===== src/rtl/free_id_queue_pkg.sv =====
// -----------------------------------------------------------------------------
// free_id_queue_pkg
//   Shared definitions for the free-ID queue: default parameter values and the
//   preload function that produces the power-on / flush contents of each entry.
//   The same function is used by the storage array and by verification code so
//   that the preload pattern has a single definition.
// -----------------------------------------------------------------------------
package free_id_queue_pkg;

  localparam int DEF_ID_W        = 5;
  localparam int DEF_DEPTH       = 8;
  localparam int DEF_NRD         = 2;
  localparam int DEF_NWR         = 2;
  localparam int DEF_INIT_BASE   = 1;
  localparam int DEF_INIT_STRIDE = 4;

  // Preload value of entry 'index': (base + index*stride) mod 2^width.
  function automatic int unsigned preload_id(input int unsigned base,
                                             input int unsigned stride,
                                             input int unsigned index,
                                             input int unsigned width);
    int unsigned mask;
    mask = (width >= 32) ? 32'hFFFF_FFFF : ((32'd1 << width) - 32'd1);
    return (base + index * stride) & mask;
  endfunction

endpackage


===== src/rtl/free_id_store.sv =====
// -----------------------------------------------------------------------------
// free_id_store
//   DEPTH x ID_W storage array for the free-ID queue.
//   - NRD combinational read ports (index in, data out).
//   - NWR write ports, each with its own enable, index and data.
//   - Contents return to the preload pattern on reset (asynchronous) or when
//     'restore' is high at a clock edge; restore overrides any write.
//
//   Ports
//     clk      in   clock, rising edge
//     rst_n    in   asynchronous active-low reset
//     restore  in   synchronous reload of the preload pattern
//     rd_idx   in   NRD*PTR_W  read indices, port p in [p*PTR_W +: PTR_W]
//     rd_data  out  NRD*ID_W   read data,    port p in [p*ID_W  +: ID_W]
//     wr_en    in   NWR        per-port write enable
//     wr_idx   in   NWR*PTR_W  write indices (distinct when enabled together)
//     wr_data  in   NWR*ID_W   write data
// -----------------------------------------------------------------------------
module free_id_store
  import free_id_queue_pkg::*;
#(
  parameter int ID_W        = DEF_ID_W,
  parameter int DEPTH       = DEF_DEPTH,
  parameter int NRD         = DEF_NRD,
  parameter int NWR         = DEF_NWR,
  parameter int INIT_BASE   = DEF_INIT_BASE,
  parameter int INIT_STRIDE = DEF_INIT_STRIDE,
  parameter int PTR_W       = $clog2(DEPTH)
) (
  input  logic                  clk,
  input  logic                  rst_n,
  input  logic                  restore,
  input  logic [NRD*PTR_W-1:0]  rd_idx,
  output logic [NRD*ID_W-1:0]   rd_data,
  input  logic [NWR-1:0]        wr_en,
  input  logic [NWR*PTR_W-1:0]  wr_idx,
  input  logic [NWR*ID_W-1:0]   wr_data
);

  logic [ID_W-1:0] mem [DEPTH];

  always_comb begin
    rd_data = '0;
    for (int p = 0; p < NRD; p++) begin
      rd_data[p*ID_W +: ID_W] = mem[rd_idx[p*PTR_W +: PTR_W]];
    end
  end

  always_ff @(posedge clk or negedge rst_n) begin
    if (!rst_n) begin
      for (int i = 0; i < DEPTH; i++) begin
        mem[i] <= ID_W'(preload_id(INIT_BASE, INIT_STRIDE, i, ID_W));
      end
    end else if (restore) begin
      for (int i = 0; i < DEPTH; i++) begin
        mem[i] <= ID_W'(preload_id(INIT_BASE, INIT_STRIDE, i, ID_W));
      end
    end else begin
      for (int p = 0; p < NWR; p++) begin
        if (wr_en[p]) begin
          mem[wr_idx[p*PTR_W +: PTR_W]] <= wr_data[p*ID_W +: ID_W];
        end
      end
    end
  end

endmodule


===== src/rtl/free_id_queue.sv =====
// -----------------------------------------------------------------------------
// free_id_queue
//   Multi-port circular queue of free IDs. Starts full with a preloaded ID
//   pattern; consumers pop up to NRD IDs per cycle (all-or-nothing), producers
//   return up to NWR IDs per cycle. Pointers wrap modulo DEPTH so any depth
//   from 2 to 64 is supported.
//
//   Ports
//     Clk       in   clock, rising edge
//     Rest      in   asynchronous active-low reset
//     RdReq     in   NRD        pop request, contiguous from bit 0
//     RdGrant   out  1          combinational: the requested pops are accepted
//     RdId      out  NRD*ID_W   registered popped IDs
//     RdValid   out  NRD        registered per-port valid for RdId
//     PreId     out  NRD*ID_W   combinational lookahead of the next NRD IDs
//     WrReq     in   NWR        push request, contiguous from bit 0
//     WrId      in   NWR*ID_W   IDs to push, port order = queue order
//     Flush     in   1          restore the preloaded full state
//     Count     out  CNT_W      registered occupancy
//     Full      out  1          Count == DEPTH
//     Empty     out  1          Count == 0
//     Overflow  out  1          sticky: a push was rejected
// -----------------------------------------------------------------------------
module free_id_queue
  import free_id_queue_pkg::*;
#(
  parameter int ID_W        = DEF_ID_W,
  parameter int DEPTH       = DEF_DEPTH,
  parameter int NRD         = DEF_NRD,
  parameter int NWR         = DEF_NWR,
  parameter int INIT_BASE   = DEF_INIT_BASE,
  parameter int INIT_STRIDE = DEF_INIT_STRIDE
) (
  input  logic                         Clk,
  input  logic                         Rest,
  input  logic [NRD-1:0]               RdReq,
  output logic                         RdGrant,
  output logic [NRD*ID_W-1:0]          RdId,
  output logic [NRD-1:0]               RdValid,
  output logic [NRD*ID_W-1:0]          PreId,
  input  logic [NWR-1:0]               WrReq,
  input  logic [NWR*ID_W-1:0]          WrId,
  input  logic                         Flush,
  output logic [$clog2(DEPTH+1)-1:0]   Count,
  output logic                         Full,
  output logic                         Empty,
  output logic                         Overflow
);

  localparam int PTR_W = $clog2(DEPTH);
  localparam int CNT_W = $clog2(DEPTH + 1);
  localparam int KR_W  = $clog2(NRD + 1);
  localparam int KW_W  = $clog2(NWR + 1);
  localparam logic [CNT_W-1:0] DEPTH_C = CNT_W'(DEPTH);

  // Pointer advance modulo DEPTH. ptr < DEPTH and inc <= DEPTH, so one
  // conditional subtraction is enough and no power-of-two wrap is assumed.
  function automatic logic [PTR_W-1:0] ptr_add(input logic [PTR_W-1:0] ptr,
                                               input int unsigned       inc);
    logic [PTR_W:0] s;
    s = {1'b0, ptr} + (PTR_W+1)'(inc);
    if (s >= (PTR_W+1)'(DEPTH)) begin
      s = s - (PTR_W+1)'(DEPTH);
    end
    return s[PTR_W-1:0];
  endfunction

  logic [PTR_W-1:0]       head;
  logic [PTR_W-1:0]       tail;
  logic [CNT_W-1:0]       count;
  logic                   ovf;

  logic [KR_W-1:0]        kr;
  logic [KW_W-1:0]        kw;
  logic [CNT_W-1:0]       kr_c;
  logic [CNT_W-1:0]       kw_c;
  logic [NRD-1:0]         rd_mask;
  logic [NWR-1:0]         wr_mask;
  logic                   pop_ok;
  logic                   push_ok;
  logic                   push_rej;
  logic [CNT_W-1:0]       count_next;

  logic [NRD*PTR_W-1:0]   rd_idx;
  logic [NRD*ID_W-1:0]    rd_data;
  logic [NWR-1:0]         wr_en;
  logic [NWR*PTR_W-1:0]   wr_idx;

  logic [NRD*ID_W-1:0]    rd_id_p1;
  logic [NRD-1:0]         rd_vld_p1;

  // ---- stage 0: request decode, grant/accept, storage addressing ----------
  always_comb begin
    kr      = '0;
    kw      = '0;
    rd_mask = '0;
    wr_mask = '0;
    for (int p = 0; p < NRD; p++) begin
      kr = kr + KR_W'(RdReq[p]);
    end
    for (int p = 0; p < NWR; p++) begin
      kw = kw + KW_W'(WrReq[p]);
    end
    // Ports below the popcount are the ones that carry data; this also keeps
    // the port mapping well-defined if a request were ever non-contiguous.
    for (int p = 0; p < NRD; p++) begin
      rd_mask[p] = (KR_W'(p) < kr);
    end
    for (int p = 0; p < NWR; p++) begin
      wr_mask[p] = (KW_W'(p) < kw);
    end
  end

  assign kr_c = CNT_W'(kr);
  assign kw_c = CNT_W'(kw);

  // Both decisions use the pre-cycle count: a pop in the same cycle does not
  // make room for a push.
  assign pop_ok   = (kr != '0) && (count >= kr_c);
  assign push_ok  = (kw != '0) && ((DEPTH_C - count) >= kw_c);
  assign push_rej = (kw != '0) && !push_ok;

  assign count_next = count - (pop_ok ? kr_c : '0) + (push_ok ? kw_c : '0);

  always_comb begin
    rd_idx = '0;
    wr_idx = '0;
    wr_en  = '0;
    for (int p = 0; p < NRD; p++) begin
      rd_idx[p*PTR_W +: PTR_W] = ptr_add(head, p);
    end
    for (int p = 0; p < NWR; p++) begin
      wr_idx[p*PTR_W +: PTR_W] = ptr_add(tail, p);
      wr_en[p]                 = push_ok && wr_mask[p] && !Flush;
    end
  end

  free_id_store #(
    .ID_W        (ID_W),
    .DEPTH       (DEPTH),
    .NRD         (NRD),
    .NWR         (NWR),
    .INIT_BASE   (INIT_BASE),
    .INIT_STRIDE (INIT_STRIDE),
    .PTR_W       (PTR_W)
  ) u_store (
    .clk     (Clk),
    .rst_n   (Rest),
    .restore (Flush),
    .rd_idx  (rd_idx),
    .rd_data (rd_data),
    .wr_en   (wr_en),
    .wr_idx  (wr_idx),
    .wr_data (WrId)
  );

  // ---- stage 1: pointer/count update and registered pop outputs -----------
  always_ff @(posedge Clk or negedge Rest) begin
    if (!Rest) begin
      head      <= '0;
      tail      <= '0;
      count     <= DEPTH_C;
      ovf       <= 1'b0;
      rd_vld_p1 <= '0;
      rd_id_p1  <= '0;
    end else if (Flush) begin
      // Flush wins over everything; RdId deliberately keeps its last value.
      head      <= '0;
      tail      <= '0;
      count     <= DEPTH_C;
      ovf       <= 1'b0;
      rd_vld_p1 <= '0;
    end else begin
      if (pop_ok) begin
        head <= ptr_add(head, 32'(kr));
        for (int p = 0; p < NRD; p++) begin
          if (rd_mask[p]) begin
            rd_id_p1[p*ID_W +: ID_W] <= rd_data[p*ID_W +: ID_W];
          end
        end
      end
      rd_vld_p1 <= pop_ok ? rd_mask : '0;
      if (push_ok) begin
        tail <= ptr_add(tail, 32'(kw));
      end
      count <= count_next;
      if (push_rej) begin
        ovf <= 1'b1;
      end
    end
  end

  assign RdGrant  = pop_ok;
  assign RdId     = rd_id_p1;
  assign RdValid  = rd_vld_p1;
  assign PreId    = rd_data;
  assign Count    = count;
  assign Full     = (count == DEPTH_C);
  assign Empty    = (count == '0);
  assign Overflow = ovf;

endmodule


===== config.mk =====
export PLATFORM = sky130hd
export DESIGN_NAME = free_id_queue
export DESIGN_NICKNAME = d
export VERILOG_FILES = /design/src/rtl/free_id_queue_pkg.sv /design/src/rtl/free_id_store.sv /design/src/rtl/free_id_queue.sv
export SDC_FILE = /design/constraint.sdc
export NUM_CORES = 1
export LEC_CHECK = 0
export BUFFER_PORTS_ARGS = -buffer_cell sky130_fd_sc_hd__buf_2
export CORE_MARGIN = 4
export CORE_UTILIZATION = 39
export CTS_BUF_LIST = sky130_fd_sc_hd__clkbuf_16
export DETAILED_ROUTE_END_ITERATION = 8
export HOLD_SLACK_MARGIN = 0.03
export PLACE_DENSITY = 0.59
export SKIP_CTS_REPAIR_TIMING = 1
export SYNTH_ARGS = -nofsm -noshare
export SYNTH_HDL_FRONTEND = slang
export SYNTH_HIERARCHICAL = 1
export SYNTH_SLANG_ARGS = --single-unit

===== constraint.sdc =====
create_clock -name Clk -period 7.05 [get_ports Clk]
set_input_delay 1.41 -clock Clk [delete_from_list [all_inputs] [get_ports Clk]]
set_output_delay 1.41 -clock Clk [all_outputs]
set_load 0.1 [all_outputs]

## After elaboration in Yosys (flattened, before gate mapping)

Cells that the tools add are included.

| operators by class | value |
|---|---|
| multiplexer cells | 33 |
| $add $sub $neg | 15 |
| $lt $le $gt $ge | 18 |
| reduce and logical (&&, ||, !) cells | 19 |
| bitwise gates (word level) | 5 |
| eq/ne operators | 1 |

Operator list:

| operator | count |
|---|---|
| $mux W40 | 4 |
| $bwmux W40 | 2 |
| $ge A4 B4 Y1 const B | 8 |
| $bmux W5 S3 | 2 |
| $demux W5 S3 | 2 |
| $mux W3 | 10 |
| $mux W5 | 6 |
| $sub A3 B1 Y3 const B | 6 |
| $not A3 Y4 | 4 |
| $reduce_bool A2 Y1 | 5 |
| $logic_and A1 B1 Y1 | 9 |
| $add A3 B1 Y4 const B | 2 |
| $add A3 B2 Y4 | 2 |
| $ge A3 B4 Y1 const B | 2 |
| $ge A4 B2 Y1 | 2 |
| $lt A1 B2 Y1 const A | 4 |
| $lt A4 B1 Y1 const B | 2 |
| $mux W2 | 4 |
| $reduce_and A3 Y1 | 2 |
| $add A1 B1 Y2 | 2 |
| $add A4 B2 Y4 | 1 |
| $eq A4 B4 Y1 const B | 1 |
| $logic_not A4 Y1 | 1 |
| $mux W4 | 1 |
| 5 further kinds | 7 |

| word-level totals | value |
|---|---|
| input bits | 17 |
| logic and storage cells | 106 |
| flip-flop bits (word level) | 63 |

## Longest topological paths before layout

Gate-level depths: netlist of the first run.

| depth | value |
|---|---|
| depth after elaboration | 13 |
| mapped depth | 15 |
| gate-level depth less buffers | 15 |

## Hierarchy

The synthesis of the first run kept the hierarchy.

Modules (own cells, without submodules):

| module | times used | sequential area each (um2) | area each (um2) | cells each |
|---|---|---|---|---|
| free_id_store | 1 | 1,026.0 | 2,743.9 | 230 |
| free_id_queue | 1 | 576.8 | 1,471.4 | 128 |

## Least setup slack after synthesis of the first run

No wires, ideal clock.

| path | value |
|---|---|
| path type | input -> register |
| from | input port RdReq[0] |
| to | register count[3] (netlist: Count[3]) |
| stages | 15 |
| arrival | 4.628 ns |
| library setup time | 0.080 ns |
| slack | 2.342 ns |
| cell sequence | inv_1 > ha_1 > ha_1 > nand2b_1 > a21oi_1 > o21ai_2 > and2b_1 > and2_1 > fa_1 > inv_1 > ha_1 > a21o_1 > a21oi_1 > xnor2_1 > nand2b_1 |

| between the ends | value |
|---|---|
| longest elaborated chain between the ends | 7 |

Ends and longest elaborated chain:

| what | line | RTL |
|---|---|---|
| start, declared | free_id_queue.sv:36 | `input logic [NRD-1:0] RdReq,` |
| $add A1 B1 Y2 (*) | free_id_queue.sv:99 | `kr = kr + KR_W'(RdReq[p]);` |
| $ge A4 B2 Y1 / $reduce_bool A2 Y1 (equally long branches) | free_id_queue.sv:119 | `assign pop_ok = (kr != '0) && (count >= kr_c);` |
| $logic_and A1 B1 Y1 (*) | free_id_queue.sv:119 |  |
| via RdGrant | free_id_queue.sv:37 | `output logic RdGrant,` |
| $mux W2 (*) | free_id_queue.sv:123 | `assign count_next = count - (pop_ok ? kr_c : '0) + (push_ok ? kw_c : '0);` |
| $sub A4 B2 Y4 (*) | free_id_queue.sv:123 |  |
| $add A4 B2 Y4 (*) | free_id_queue.sv:123 |  |
| $mux W4 (*) | free_id_queue.sv:166 | `end else if (Flush) begin` |
| end signal, assigned | free_id_queue.sv:186 | `count <= count_next;` |
| end, declared | free_id_queue.sv:70 | `logic [CNT_W-1:0] count;` |

Mark *: on every way through the listed nets, which the timed path passes. The rest lies on a longest branch.
A chain may end at the register's enable or synchronous reset.

## Worst setup path after layout of the first run

| path | value |
|---|---|
| from | input port RdReq[0] |
| to | output port RdGrant |

| between the ends | value |
|---|---|
| longest elaborated chain between the ends | 3 |

Ends and longest elaborated chain:

| what | line |
|---|---|
| $add A1 B1 Y2 (*) | free_id_queue.sv:99 |
| $ge A4 B2 Y1 / $reduce_bool A2 Y1 (equally long branches) | free_id_queue.sv:119 |
| $logic_and A1 B1 Y1 (*) | free_id_queue.sv:119 |
| end, declared | free_id_queue.sv:37 |

Mark *: on every way between the ends. The rest lies on a longest branch, timed or not.

==> results.md, run 1 <==
GRT:
- The number of antenna violations at the first check in global routing is 0.
- The global route total overflow is 0.
- The via count of the first global-routing pass is 2992.
- Entering global routing, the biggest net connects 64 pins.
- The global-route usage over all layers is 0.1709.
- The first global-routing pass estimated 16910 µm of wire.

Cells and area:
- The area added between synthesis and finish is 14.19%.
- After routing the design area is 4813 µm².
- After filler insertion, the fill cell instance count of the layout stands at 957.
- The number of antenna diodes in the final layout is 0.
- For this run, the share of the core covered by cells in the final layout is 0.4621.
- The net count of the finished layout is 433.
- In the final layout, the share of cells above drive strength 1 is 0.3275.

Setup path:
- The library cell contributing the largest single delay on the critical path is buf_2.
- The worst path required time is 5.64 ns.
- The signal on the critical path passes through buf_2 -> inv_1 -> ha_1 -> ha_1 -> nand2b_1 -> a21oi_1 -> o21ai_2 -> and2b_1 -> buf_2.
- The worst setup path is captured at a primary output.
- By startpoint and endpoint, the worst setup path is classified as input pin to primary output.
- Data on the critical path arrives at its endpoint at 3.22 ns.
- The largest fanout of any net on the critical path is 5.
- For this run, the slowest stage of the critical path takes 0.46 ns.
- The worst setup path is launched from an input pin.
- The depth of the most critical reg-to-reg path is 10.

Outcome:
- The run finished with clean final reports.

Min path:
- The worst hold path class is flop to flop.
- The number of stages on the worst hold path is 1.

Synth:
- The commonest cells after synthesis are mux2i_1, dfrtp_1, a21oi_1, dfstp_2.
- For this run, asynchronously set or reset flops after synthesis account for 1.000.
- The area share of the largest cell type after synthesis is 0.2493.
- After technology mapping, the gate count stands at 358.
- Synthesis instantiated 49 different standard cells from the library.
- Sorting the synthesized cells by area gives the leading types as dfrtp_1, dfstp_2, mux4_2.
- Averaged over all synthesized cells, the footprint is 11.77 µm².
- Yosys mapped a number of flops with a built-in enable equal to 0.
- The biggest area consumer among synthesized cells is dfrtp_1.
- mux2i_1 is the most common cell in the netlist.
- The register bit total from synthesis is 63.
- The number of warnings issued by yosys is 6.
- The most used flip-flop cell after synthesis is dfrtp_1.
- In this run the cell area of the synthesized design comes to 4215 µm².
- The synthesized net count is 399.
- For this run, the register share of the synthesized area comes to 0.3802.

Routing:
- In this run the remaining antenna-violating nets after routing total 0.
- In this run, the number of DRC markers left after iteration 0 of detailed routing was 216.
- The average routed wire per standard cell is 19.02 µm.
- Dividing the detail-routed via count by the number of cells gives 5.570.
- For this block, the via count after detailed routing is 2969.
- The DRC violations left is 0.
- The detailed-route wire length is 10140 µm.
- The pre-antenna-repair detailed-routing pass consisted of 5 iterations.

Timing:
- The maximum achievable frequency is 216.0 MHz.
- The summed negative setup slack over all endpoints is 0 ns.
- Setup repair after global routing left no endpoint under its margin.
- The final setup slack of the worst path is 2.421 ns.
- For the finished layout, the period the worst path requires is 4.629 ns.
- The number of hold violations in the final report came to 0.
- Setup violations remaining at the end of the flow were counted as 0.
- The measured slew at the worst slew-check pin is 0.9217 ns.
- The share of the clock period used by the worst path after layout is 0.6566.
- The headroom to the max-slew limit is 0.3767.
- On the final layout, the worst clock skew is 0.007515 ns.
- The number of max-slew violations in the final report is 0.

Power and ir drop:
- The worst-case IR drop observed on VDD is 0.4151 mV.
- The power density normalized to cell area is 445.8 nW/µm².
- The cell leakage power is 2.156 nW.

Clock network:
- After clock tree synthesis, the clock-pin slew on the worst setup and hold paths is 0.05 ns.
- The total number of H-tree levels is 3.
- The clock reaches the later pin of the worst-skew pair after 0.32 ns.
- The clock passes through at most 2 buffers.
- TritonCTS created 9 clock buffers.
- The root cell of the clock tree is clkbuf_16.
- The clock net sink count is 63.
- TritonCTS built the clock tree.

Placed design:
- The congestion estimate from routability-driven global placement came to 0.8465.
- The count of buffers inserted at the top-level ports is 46.
- Prior to clock tree synthesis, the placed netlist has a worst setup slack of 2.426 ns.
- After legalization and detailed placement, the total HPWL measured 7257 µm.
- Summing all placed instances gives a cell area of 4523 µm².

Die:
- For this configuration, the core starts out at a cell density of 0.4047.
- The boundary pin count is 47.
- The floorplan row count is 37.
- The die height is 112.0 µm.
- The die width is 112.0 µm.
- The area of the core is 10420 µm².
- The total die area is 12540 µm².

Flow run:
- The max-capacitance violation count is 0.
## sequential cells by signal, indices dropped and copies added, names as in the netlist
| signal | flops |
|---|---|
| Count | 4 |
| Overflow | 1 |
| RdId | 10 |
| RdValid | 2 |
| head | 3 |
| tail | 3 |
| u_store/mem | 40 |
## final cells by class
cell class	instances	area [µm²]	area share
Timing Repair Buffer	48	245.2	0.05095
Sequential cell	63	1603	0.3330
Tap cell	136	170.2	0.03535
Clock buffer	9	225.2	0.04679
Clock inverter	7	65.06	0.01352
Inverter	21	78.83	0.01638
Multi-Input combinational cell	249	2426	0.5040
## power by group
group | leakage, nW | switching, mW | internal [mW]
sequential | 0.779 | 0.0863 | 0.437
clock | 0.146 | 0.159 | 0.271
combinational | 1.23 | 0.855 | 0.339
## cells in the final DEF, fill, tap and decap left out, types with 6 or more instances in the layout
| cell type | netlist | layout |
|---|---|---|
| a22oi_1 | 19 | 19 |
| mux2i_1 | 43 | 43 |
| dfrtp_1 | 42 | 42 |
| ha_1 | 20 | 20 |
| mux4_2 | 20 | 20 |
| dfstp_2 | 21 | 21 |
| nand4b_1 | 6 | 6 |
| mux2_2 | 10 | 10 |
| inv_1 | 18 | 19 |
| clkbuf_16 | 0 | 9 |
| buf_2 | 9 | 46 |
| mux2_1 | 11 | 11 |
| nor2_1 | 18 | 18 |
| o21ai_0 | 16 | 16 |
| a21oi_1 | 23 | 23 |
## routing by layer
metal  wire length [µm]  vias to the layer above  track usage
met4                 86                        0      0.04567
li1                   -                     1404            -
met1               4663                     1489       0.2414
met3                698                        6      0.04511
met2               4689                       70       0.2614
met5                  0                        -            0
## worst paths after layout
kind                                    to      from  slack (ns)
setup / recovery                   RdGrant  RdReq[0]        2.42
hold / removal                     RdId[7]   RdId[7]        0.48
setup reg to reg           u_store/mem[39]  Count[0]        3.77
hold reg to reg                    RdId[7]   RdId[7]        0.48
max in group asynchronous          RdId[0]      Rest        5.25
min in group asynchronous  u_store/mem[26]      Rest        1.28
## stage by stage
stage / std cells / hold slack [ns] / power [mW]
after detailed placement: 517 / 0.4755 / 1.725
after floorplan: 358 / 0.5445 / 1.527
after global routing: 533 / 0.5000 / 2.264
final: 533 / 0.4822 / 2.146
after CTS: 533 / 0.4883 / 2.163
after global placement: 517 / 0.4689 / 1.708
## cell families (layout without fill, tap and decap cells)
family | Yosys count | count (layout) | synth area share
AOI/OAI and AO/OA | 70 | 70 | 0.1042
xor gates and xnor gates | 6 | 6 | 0.01247
adders and majority gates | 24 | 24 | 0.07836
buffers and inverters | 46 | 85 | 0.04719
DFF | 63 | 63 | 0.3802
muxes | 84 | 84 | 0.2651
and+or+nand+nor | 65 | 65 | 0.1125
## critical path, delay by kind of cell
family                     cells  cell delay, ns
buffers and inverters          3            0.59
and+or+nand+nor                2            0.35
AOI/OAI and AO/OA              2            0.27
adders and majority gates      2            0.60
(Power assumes the default switching activity.)
==> inputs of run 2 (changes only) <==
--- a/config.mk
+++ b/config.mk
@@ -5,6 +5,7 @@
 export SDC_FILE = /design/constraint.sdc
 export NUM_CORES = 1
 export LEC_CHECK = 0
+export ABC_AREA = 1
 export BUFFER_PORTS_ARGS = -buffer_cell sky130_fd_sc_hd__buf_2
 export CORE_MARGIN = 4
 export CORE_UTILIZATION = 39
==> constraint.sdc (replaced) <==
create_clock -name Clk -period 4.6 [get_ports Clk]
set_input_delay 0.92 -clock Clk [delete_from_list [all_inputs] [get_ports Clk]]
set_output_delay 0.92 -clock Clk [all_outputs]
set_load 0.1 [all_outputs]
==> run 2 against run 1 <==
Synthesized area rose by 10%. Worst setup slack got worse by 1.5 ns. Clock power is 37% higher. Critical path depth decreased by 2. Flip-flop and latch count did not move. Core utilization decreased by 0.62 points. Register-to-register slack lost 2.4 ns. Critical endpoint is now PreId[9]. Combinational power is 92% higher. Global-route usage up 3.5 points.
==> results.md, run 2 <==
Timing:
- The worst pin sits at a relative slew slack of 0.3772.
- The clock tree skew after final layout is 0.006006 ns.
- The final setup slack of the worst path is 0.9176 ns.
- The worst path needs 3.682 ns of the cycle, external delays included.
- Setup violations remaining at the end of the flow were counted as 0.
- The summed negative setup slack over all endpoints is 0 ns.
- The number of max-slew violations in the final report is 0.
- The number of hold violations in the final report came to 0.
- The maximum achievable frequency is 271.6 MHz.
- Setup repair after global routing left no endpoint under its margin.
- At the pin with the least slew margin, the transition time is 0.9331 ns.
- Dividing the final minimum period by the clock period gives 0.8005.

Placed design:
- The routability congestion estimate from global placement is 0.9440.
- The half-perimeter wire length after placement is 9886 µm.
- Before CTS, the worst setup slack after placement is 0.8290 ns.
- Input and output buffers added on the ports amount to 46.
- Including well taps, the total number of placed cells is 874.

Routing:
- The detailed router put a total of 6392 µm of wire on met1.
- Summed over all layers, the routed wires come to 13200 µm.
- After detailed routing, the met2 layer carries 5699 µm of wire.
- The met3 wirelength from detailed routing is 920 µm.
- The detailed router used layers up to and including met4.
- The DRC violations left is 0.
- The DRC violation total after the first TritonRoute iteration is 372.
- The average via count per standard cell is 5.043.
- The post-route antenna net violation count is 0.
- Before antenna repair, the detailed router went through 5 iterations.
- The routed layout has 4488 vias.
- The average routed wire per standard cell is 14.83 µm.

Die:
- The core region is 11520 µm².
- The die width is 117.1 µm.
- The floorplan row count is 39.
- The floorplan step defined a die boundary enclosing 13700 µm².
- The boundary pin count is 47.
- Measured along the y axis, the die boundary spans 117.1 µm.
- For this configuration, the core starts out at a cell density of 0.4028.

Min path:
- The worst hold path class is flop to flop.
- The number of stages on the worst hold path is 2.
- The worst min-delay path endpoint is RdId[8].
- The startpoint of the lowest-slack hold path is RdId[8].

Clock network:
- The clock passes through at most 2 buffers.
- The TritonCTS clock tree is built.
- The clock buffer count from CTS is 9.
- The root cell of the clock tree is clkbuf_16.
- The clock tree synthesis step divided the H-tree into 3 levels.
- The clock net sink count is 63.
- The clock latency at the later pin of the worst-skew pair is 0.33 ns.
- The clock-pin slew of the registers on the worst-case setup and hold paths is 0.05 ns.

Cells and area:
- The post-layout utilization of the core is 0.4559.
- The register with the most flip-flops in the layout has 40 of them.
- Relative to the synthesized area, the layout overhead comes to 13.19%.
- Leaving out filler cells and counting taps, the final layout contains 890.
- The register area is 1603 µm².
- More flip-flops sit in one register than any other, and that register is u_store/mem.
- The most common cell after layout, fill and taps aside is nand2_1.
- The number of antenna diodes in the final layout is 0.
- The final layout contains 783 nets.
- Of the cells placed in the final design, the portion with a size suffix greater than 1 is 0.1379.
- Leaving out fill and tap cells, the most frequent cells in the layout are nand2_1, inv_1, nand3_1, buf_2, dfrtp_1.
- The combined area of the multi-input logic cells is 2475 µm².
- Counting the fill cells in the layout gives 1209.

Setup path:
- Setup slack on the worst reg-to-reg path comes out at 1.42 ns.
- The worst setup path is captured at a primary output.
- The start-to-end type of the worst setup path is flop to primary output.
- The depth of the most critical reg-to-reg path is 15.
- For the worst setup path, the data required time is 3.68 ns.
- The startpoint identified for the worst register-to-register timing path is Count[0].
- Along the worst path, the maximum fanout reaches 19.
- The data arrival at the endpoint of the critical path is 2.76 ns.
- In this run the critical register-to-register path is captured at Count[3].
- STA classifies the critical path startpoint as a flop.

Power and ir drop:
- Of the total power, combinational logic draws 0.625.
- Dividing total power by cell area gives a power density of 699.4 nW/µm².
- The relative contribution of the clock network to total power is 0.160.
- The power dissipated by switching net loads is 2.168 mW.
- Across the VDD grid, the largest voltage drop is 0.2768 mV.
- The internal portion of total power is 1.504 mW.
- The cell leakage power is 3.115 nW.
- The share of total power dissipated in sequential elements is 0.215.
- The share of total power consumed by net switching is 0.5904.

GRT:
- For this run the aggregate overflow at the end of global routing stands at 0.
- The number of antenna violations at the first check in global routing is 0.
- The global-route wire length before repair is 21660 µm.
- The via count of the first global-routing pass is 4136.
- In the global route stage, overall resource usage came out at 0.2062.
- Entering global routing, the biggest net connects 44 pins.

Synth:
- Yosys mapped a number of flops with a built-in enable equal to 0.
- The biggest area contributor in the post-synthesis netlist is dfrtp_1.
- nand2_1 is the most common cell in the netlist.
- The async set or reset register ratio after synthesis is 1.000.
- The proportion of synthesized chip area in sequential cells is 0.3456.
- The number of warnings issued by yosys is 6.
- Ranked by total cell area, the synthesized netlist is headed by dfrtp_1, nand2_1, dfstp_2.
- When the netlist entered floorplanning its net count stood at 740.
- Synthesis produced 699 cells.
- Of the post-synthesis cell area, the dominant cell type holds 0.2266.
- Synthesis instantiated 27 different standard cells from the library.
- The synthesized area divided by synthesized cell count is 6.635 µm².
- The area of the mapped netlist is 4638 µm².
- In the synthesized netlist the dominant register cell turns out to be dfrtp_1.
- By count the netlist is led by nand2_1, inv_1, nand3_1, dfrtp_1, o21ai_0.
- In this run, synthesis produced a sequential element count of 63.

Outcome:
- The run finished with clean final reports.

Flow run:
- The max-capacitance violation count is 0.
run 2: cell types whose count changed after synthesis, sizes merged, moves of 27 or more:
cell    change
inv       +109
nand2     +271
mux2i      -43
nand3      +53
o21ai      +27
o211ai     +31
run 2: worst max-delay path by stage:
| stage | depth (start not counted) | slack, ns | endpoint | start |
|---|---|---|---|---|
| after floorplan | 15 | 0.92 | Count[3] | Count[0] |
| after global placement | 17 | 0.94 | Count[3] | WrReq[0] |
| after detailed placement | 18 | 0.83 | Count[3] | RdReq[0] |
| after CTS | 7 | 0.89 | PreId[9] | head[1] |
| after global routing | 7 | 0.73 | PreId[9] | head[1] |
| final | 7 | 0.92 | PreId[9] | head[1] |
run 2: worst max-delay path: stages (launching register included):
cell and delay, ns:
dfrtp_1 0.79, ha_1 0.56, inv_1 0.24, o211ai_1 0.11
nand2_1 0.10, nand2_1 0.07, nand2_1 0.11, buf_2 0.43
run 2: cell type report:
type                       count  area share
inverter                     130     0.09295
timing repair buffer          49     0.04814
sequential                    63      0.3053
tap                          143     0.03408
clock inverter                 7    0.005243
multi-input combinational    489      0.4714
clock buffer                   9     0.04290
run 2: cell families after synthesis:
| kind of cell | share of synthesized area |
|---|---|
| simple gates | 0.3229 |
| compound gates | 0.1281 |
| flops | 0.3456 |
| buf+inv | 0.1209 |
| xor+xnor | 0.01133 |
| fa+ha+maj | 0.07122 |
run 2: power groups by stage:
stage,registers [mW],logic (mW),clock network (mW)
2_1_floorplan,1.19,1.48,0
3_3_place_gp,0.792,2.26,0
3_5_place_dp,0.798,2.29,0
4_1_cts,0.790,2.29,0.607
5_1_grt,0.810,2.49,0.629
6_report,0.789,2.29,0.588
run 2: routing by layer:
| metal | track usage | vias to the layer above |
|---|---|---|
| li1 | - | 2262 |
| met1 | 0.3011 | 2057 |
| met2 | 0.3087 | 155 |
| met3 | 0.03805 | 14 |
| met4 | 0.06651 | 0 |
| met5 | 0 | - |
run 2: per-stage QoR:
step	hold slack, ns	power [mW]	area (µm²)
2_1_floorplan	0.5293	2.676	4638
3_3_place_gp	0.4568	3.054	4997
3_5_place_dp	0.4606	3.089	4997
4_1_cts	0.4762	3.691	5250
5_1_grt	0.5061	3.926	5250
6_report	0.4749	3.672	5250
